## src/rtl/uart_rx_fifo.sv

```systemverilog
// UART receiver with run-time frame configuration, 3-sample majority voting,
// per-word parity/framing/break flags and a first-word fall-through output FIFO.
module uart_rx_fifo #(
  parameter int unsigned FREQ_CLK   = 100_000_000,
  parameter int unsigned DATA_WDTH  = 8,
  parameter int unsigned FIFO_DEPTH = 4,
  parameter int unsigned DEF_BAUD   = 115200
) (
  input  logic                               CLKip,
  input  logic                               RSTi,
  input  logic                               RXi,
  input  logic                               CFG_WEi,
  input  logic [15:0]                        BAUD_DIVi,
  input  logic [1:0]                         PARITY_MODEi,
  input  logic                               STOP2i,
  input  logic                               READYi,
  output logic [DATA_WDTH-1:0]               DATAo,
  output logic                               VALIDo,
  output logic                               PERRo,
  output logic                               FERRo,
  output logic                               BRKo,
  output logic                               OVRo,
  output logic                               BUSYo,
  output logic [$clog2(FIFO_DEPTH+1)-1:0]    FIFO_CNTo
);
  localparam int unsigned DIV_W   = 16;
  localparam int unsigned WORD_W  = DATA_WDTH + 3;
  localparam int unsigned CNT_W   = $clog2(FIFO_DEPTH + 1);
  localparam int unsigned PTR_W   = $clog2(FIFO_DEPTH);
  localparam int unsigned BIT_W   = $clog2(DATA_WDTH);
  localparam int unsigned MIN_DIV = 4;
  localparam logic [DIV_W-1:0] DEF_DIV = DIV_W'(FREQ_CLK / DEF_BAUD);

  typedef enum logic [2:0] {IDLE, START, DATA, PARITY, STOP} state_t;

  state_t               state, state_n;
  logic                 rx_meta, rx_sync, rx_prev;
  logic [DIV_W-1:0]     div, half, bc, bc_n;
  logic [1:0]           par_mode;
  logic                 stop2;
  logic [BIT_W-1:0]     bit_idx, bit_idx_n;
  logic                 stop_idx, stop_idx_n;
  logic                 smp_a, smp_a_n, smp_b, smp_b_n;
  logic                 vote, decide, par_en;
  logic [DATA_WDTH-1:0] shreg, shreg_n;
  logic                 perr, perr_n, ferr, ferr_n, brk, brk_n;
  logic                 wr_req, wr_req_n;
  logic [WORD_W-1:0]    wr_word, wr_word_n;

  logic [WORD_W-1:0]    mem [FIFO_DEPTH];
  logic [PTR_W-1:0]     wr_ptr, rd_ptr, rd_ptr_n;
  logic [CNT_W-1:0]     cnt, cnt_n, remain;
  logic [WORD_W-1:0]    head, head_n;
  logic                 valid, ovr, busy, pop, full, do_wr;

  assign half   = div >> 1;
  assign decide = (bc == DIV_W'(half + DIV_W'(1)));
  assign vote   = (smp_a & smp_b) | (smp_a & rx_sync) | (smp_b & rx_sync);
  assign par_en = (par_mode == 2'b01) || (par_mode == 2'b10);

  // Receiver registers: synchroniser, configuration, frame FSM and accumulators.
  always_ff @(posedge CLKip) begin
    if (RSTi) begin
      rx_meta  <= 1'b1;
      rx_sync  <= 1'b1;
      rx_prev  <= 1'b1;
      div      <= DEF_DIV;
      par_mode <= 2'b00;
      stop2    <= 1'b0;
      state    <= IDLE;
      bc       <= '0;
      bit_idx  <= '0;
      stop_idx <= 1'b0;
      smp_a    <= 1'b1;
      smp_b    <= 1'b1;
      shreg    <= '0;
      perr     <= 1'b0;
      ferr     <= 1'b0;
      brk      <= 1'b0;
      wr_req   <= 1'b0;
      wr_word  <= '0;
      busy     <= 1'b0;
    end else begin
      rx_meta <= RXi;
      rx_sync <= rx_meta;
      rx_prev <= rx_sync;
      if (CFG_WEi && state == IDLE) begin
        div      <= (BAUD_DIVi < DIV_W'(MIN_DIV)) ? DIV_W'(MIN_DIV) : BAUD_DIVi;
        par_mode <= PARITY_MODEi;
        stop2    <= STOP2i;
      end
      state    <= state_n;
      bc       <= bc_n;
      bit_idx  <= bit_idx_n;
      stop_idx <= stop_idx_n;
      smp_a    <= smp_a_n;
      smp_b    <= smp_b_n;
      shreg    <= shreg_n;
      perr     <= perr_n;
      ferr     <= ferr_n;
      brk      <= brk_n;
      wr_req   <= wr_req_n;
      wr_word  <= wr_word_n;
      busy     <= (state_n != IDLE);
    end
  end

  // The start-detect cycle counts as bc 0, so the first START cycle is bc 1.
  always_comb begin
    state_n    = state;
    bc_n       = (bc == DIV_W'(div - DIV_W'(1))) ? '0 : DIV_W'(bc + DIV_W'(1));
    bit_idx_n  = bit_idx;
    stop_idx_n = stop_idx;
    smp_a_n    = (bc == DIV_W'(half - DIV_W'(1))) ? rx_sync : smp_a;
    smp_b_n    = (bc == half) ? rx_sync : smp_b;
    shreg_n    = shreg;
    perr_n     = perr;
    ferr_n     = ferr;
    brk_n      = brk;
    wr_req_n   = 1'b0;
    wr_word_n  = wr_word;
    case (state)
      IDLE: begin
        bc_n = '0;
        if (!rx_sync && rx_prev) begin
          state_n    = START;
          bc_n       = DIV_W'(1);
          bit_idx_n  = '0;
          stop_idx_n = 1'b0;
          perr_n     = 1'b0;
          ferr_n     = 1'b0;
          brk_n      = 1'b1;
        end
      end
      START: begin
        if (decide) state_n = vote ? IDLE : DATA;
      end
      DATA: begin
        if (decide) begin
          shreg_n = {vote, shreg[DATA_WDTH-1:1]};
          brk_n   = brk & ~vote;
          if (bit_idx == BIT_W'(DATA_WDTH - 1)) state_n = par_en ? PARITY : STOP;
          else bit_idx_n = BIT_W'(bit_idx + BIT_W'(1));
        end
      end
      PARITY: begin
        if (decide) begin
          brk_n   = brk & ~vote;
          perr_n  = (((^shreg) ^ vote) != (par_mode == 2'b10));
          state_n = STOP;
        end
      end
      STOP: begin
        if (decide) begin
          ferr_n = ferr | ~vote;
          if (!stop_idx) brk_n = brk & ~vote;
          if (!stop2 || stop_idx) begin
            state_n   = IDLE;
            wr_req_n  = 1'b1;
            wr_word_n = {brk_n, ferr_n, perr, shreg};
          end else begin
            stop_idx_n = 1'b1;
          end
        end
      end
      default: state_n = IDLE;
    endcase
  end

  // FIFO control; the head register is preloaded so the front word falls through.
  always_comb begin
    pop      = valid & READYi;
    full     = (cnt == CNT_W'(FIFO_DEPTH));
    do_wr    = wr_req & (~full | pop);
    rd_ptr_n = pop ? PTR_W'(rd_ptr + PTR_W'(1)) : rd_ptr;
    remain   = pop ? CNT_W'(cnt - CNT_W'(1)) : cnt;
    cnt_n    = do_wr ? CNT_W'(remain + CNT_W'(1)) : remain;
    head_n   = '0;
    if (remain == '0) head_n = do_wr ? wr_word : '0;
    else head_n = mem[rd_ptr_n];
  end

  always_ff @(posedge CLKip) begin
    if (RSTi) begin
      wr_ptr <= '0;
      rd_ptr <= '0;
      cnt    <= '0;
      head   <= '0;
      valid  <= 1'b0;
      ovr    <= 1'b0;
    end else begin
      if (do_wr) wr_ptr <= PTR_W'(wr_ptr + PTR_W'(1));
      rd_ptr <= rd_ptr_n;
      cnt    <= cnt_n;
      head   <= head_n;
      valid  <= (cnt_n != '0);
      ovr    <= wr_req & full & ~pop;
    end
  end

  always_ff @(posedge CLKip) begin
    if (do_wr) mem[wr_ptr] <= wr_word;
  end

  assign DATAo     = head[DATA_WDTH-1:0];
  assign PERRo     = head[DATA_WDTH];
  assign FERRo     = head[DATA_WDTH+1];
  assign BRKo      = head[DATA_WDTH+2];
  assign VALIDo    = valid;
  assign OVRo      = ovr;
  assign BUSYo     = busy;
  assign FIFO_CNTo = cnt;
endmodule

```

## config.mk

```make
export PLATFORM = sky130hd
export DESIGN_NAME = uart_rx_fifo
export DESIGN_NICKNAME = d
export VERILOG_FILES = /design/src/rtl/uart_rx_fifo.sv
export SDC_FILE = /design/constraint.sdc
export NUM_CORES = 1
export LEC_CHECK = 0
export BUFFER_PORTS_ARGS = -buffer_cell sky130_fd_sc_hd__buf_2
export CORE_ASPECT_RATIO = 0.7
export CORE_MARGIN = 3
export CORE_UTILIZATION = 50
export CTS_CLUSTER_DIAMETER = 80
export CTS_CLUSTER_SIZE = 10
export DETAILED_ROUTE_END_ITERATION = 6
export MAX_ROUTING_LAYER = met4
export PLACE_DENSITY = 0.67
export SLEW_MARGIN = 30
export SYNTH_ARGS = -nofsm -noshare
export SYNTH_HDL_FRONTEND = slang
export SYNTH_SLANG_ARGS = --single-unit
```

## constraint.sdc

```tcl
create_clock -name CLKip -period 3.6 [get_ports CLKip]
set_input_delay 0.72 -clock CLKip [delete_from_list [all_inputs] [get_ports CLKip]]
set_output_delay 0.72 -clock CLKip [all_outputs]
set_load 0.05 [all_outputs]
```

==> results.md <==
* Setup ws final at 0.473 ns
* Commonest non-fill, non-tap cells in the layout: dfxtp_1 (91), nand2_1 (78), nor2_1 (55)
* Ant. Diodes at 0
* Worst slew pin tran at 0.864 ns
* Synth cell types at 71
* Drt total wl at 19900 µm
* Hold Crit Class: reg -> reg
* Post-Route Skew at 0.0100 ns
* Seq/Total Area, Yosys at 42.4%
* Worst reg2reg setup slack at 0.47 ns
* Initial Utilization at 52.3%
* Nets@finish at 844
* Die Wd at 152 µm
* Fillers at 1237
* Post-placement worst setup slack at 0.528 ns
* Maxcap violations at 0
* Via count at 6117
* Post-CTS sizing at 0
* Maximum clock path buffer count at 2
* Pin count of the biggest net entering global routing at 39
* Synth Instances at 796
* Reg2Reg Depth at 8
* # H-tree levels at 4
* First-pass GRT wire length at 31500 µm
* Critical Path AT at 3.43 ns
* Fin crit period at 3.13 ns
* CP Data Required Time at 3.90 ns
* CP startpoint kind: flip-flop
* Mean area per synthesized cell at 9.32 µm²
* GRT overflow at 0
* PD cells at 516 mW/mm²
* Crit end category: flip-flop
* Crit path kind: reg -> reg
* Wirelength per Cell at 19.7 µm
* # IOs at 41
* Final total power at 4.27 mW
* Fmax achieved at 320 MHz
* Min-Delay Endpoint: rx_sync
* Clk pin slew, worst setup/hold paths at 0.06 ns
* GRT Util Overall at 26.0%
* Die area at 0.0164 mm²
* CTS Buf Count at 17
* Post-layout util at 58.3%
* Via/cell ratio at 6.07
* Critical R2R Capture: bit_idx[0]
* Yosys warning total at 0
* Predominant post-synthesis flop cell: dfxtp_1
* Reg-to-reg critical path startpoint: div[3]
* Initial antenna violation count at 0
* LEAKAGE at 3.02 nW
* Synth Cell Area at 0.00742 mm²
* Slew Limit Fails at 0
* Clock network latency to the later pin of the worst-skew pair at 0.42 ns
* Worst hold path depth at 1
* Synth-to-layout area growth at 11.6%
* Port Buf Inserts at 40
* Core ar. at 0.0142 mm²
* CTS sink cnt at 135
* Setup tns final at 0 ns
* DRC violations left at 0
* # rows at 36
* CTS hold repair buffers at 0
* Status: completed
* Syn Nets at 835
* Initial DRC count at 776
* Max_slew headroom at 42.4%
* Async S/R FF share, synth at 0%
* Max FO, Critical Path at 20
* Final setup fails at 0
* Commonest non-fill, non-tap cell in the layout: dfxtp_1
* ANT nets after route at 0
* Layout cells sized above 1 at 15.3%
* GP Congestion at 0.991
* Unrepaired setup endpoints after global routing: no
* Vias in the first global route at 5651
* Peak VDD IR at 368 µV
* Number of setup buffers added after CTS at 0
* Period Utilization, post-route at 86.9%
* Post-synth EDFFs at 44
* DP HPWL at 14600 µm
* TritonCTS clock tree: built
* Yosys reg bits at 135
* First-pass DRT Iterations at 5
* Clock Root Buffer: clkbuf_16
* Die H at 108 µm
* Hold_sp: rx_meta
* Final hold vios at 0
[routing by layer]
metal	vias to the layer above	track usage, %	part of all wire [%]
li1	2889	-	-
met2	264	32.2	38
met4	0	5.32	0.76
met3	15	8.92	11
met1	2949	40.3	49
met5	-	-	0
[worst max path at each step]
stage	from	endpoint	slack (ns)	depth (start not counted)
3_3_place_gp	div[1]	bit_idx[0]	0.60	9
5_1_grt	div[3]	wr_word[8]	0.21	7
2_1_floorplan	div[2]	bit_idx[0]	0.54	11
3_5_place_dp	div[3]	bit_idx[0]	0.53	8
4_1_cts	div[3]	bit_idx[0]	0.51	8
6_report	div[3]	bit_idx[0]	0.47	8
[cell families (layout without fill, tap and decap cells)]
kind of cell             count (synthesis)  after routing  synth area share, %
flip-flops                             135            135                 42.4
XOR/XNOR                                75             75                 9.21
buffers and inverters                  100            122                 5.75
AND/OR/NAND/NOR                        312            312                 22.2
adder cells (fa/ha/maj)                 15             15                 2.53
AO/OA/AOI/OAI                          132            132                 12.4
multiplexers                            27             27                 5.57
[sequential cells by signal, summed over array words and instances (netlist names), 2 cells and up]
signal	flops
shreg	8
par_mode	2
head	11
bit_idx	3
bc	16
FIFO_CNTo	3
mem	44
wr_ptr	2
state	3
rd_ptr	2
wr_word	11
div	16
[worst max-delay path, stage by stage, from the launching register on]
cell and delay [ns]:
dfxtp_1 0.80, nand3_1 0.26, a211oi_1 0.29, o2111ai_1 0.17, a2111oi_1 0.57, nand3_1 0.14
buf_4 0.21, a21oi_4 0.21, mux2_1 0.34
[power by group]
group	internal (mW)	leakage, nW	switching, mW
clock network	1.03	0.285	0.705
registers	1.63	1.15	0.0582
logic	0.267	1.59	0.575
total	2.93	3.02	1.34
[cells in the mapped netlist, types with 3 or more instances]
master	instances	area, µm²
o41ai_1	10	87.6
nand4b_1	4	35.0
xnor2_1	43	377
dfxtp_1	91	1820
buf_2	17	85.1
buf_4	6	45.0
a31oi_1	9	56.3
xor2_1	30	263
or2_2	7	43.8
o31ai_1	3	22.5
nor4_1	13	81.3
nand2_1	78	293
and2_1	10	62.6
nand2b_1	3	18.8
a2111o_1	3	33.8
ha_1	15	188
a211oi_1	4	30.0
nor3_1	29	145
or3_1	4	25.0
o311ai_1	9	78.8
clkbuf_1	42	158
mux2i_1	12	120
a31o_2	3	26.3
nor2_1	55	206
o21ai_0	16	80.1
and3_1	15	93.8
nor2b_1	11	68.8
and4_1	6	52.6
a21oi_1	42	210
edfxtp_1	44	1320
nor3_2	3	30.0
nand4_1	18	113
a211o_1	5	43.8
mux4_2	11	248
o211ai_1	5	37.5
buf_1	3	11.3
inv_1	30	113
nand3_1	41	205
[metrics by stage]
step	std cells	hold slack, ns	cell area (µm²)
after floorplan	796	0.389	7420
after global placement	976	0.398	7690
after detailed placement	976	0.393	7690
after CTS	1008	0.407	8280
after global routing	1008	0.422	8280
final	1008	0.407	8280
[cell type report]
cell class | count | area [µm²] | share of cell area, %
timing repair buffer | 59 | 343 | 4.14
tap | 190 | 238 | 2.87
clock buffer | 17 | 425 | 5.14
clock inverter | 15 | 165 | 2.00
sequential | 135 | 3140 | 38.0
inverter | 31 | 116 | 1.41
multi-input combinational | 561 | 3850 | 46.5
(Power assumes the default switching activity.)
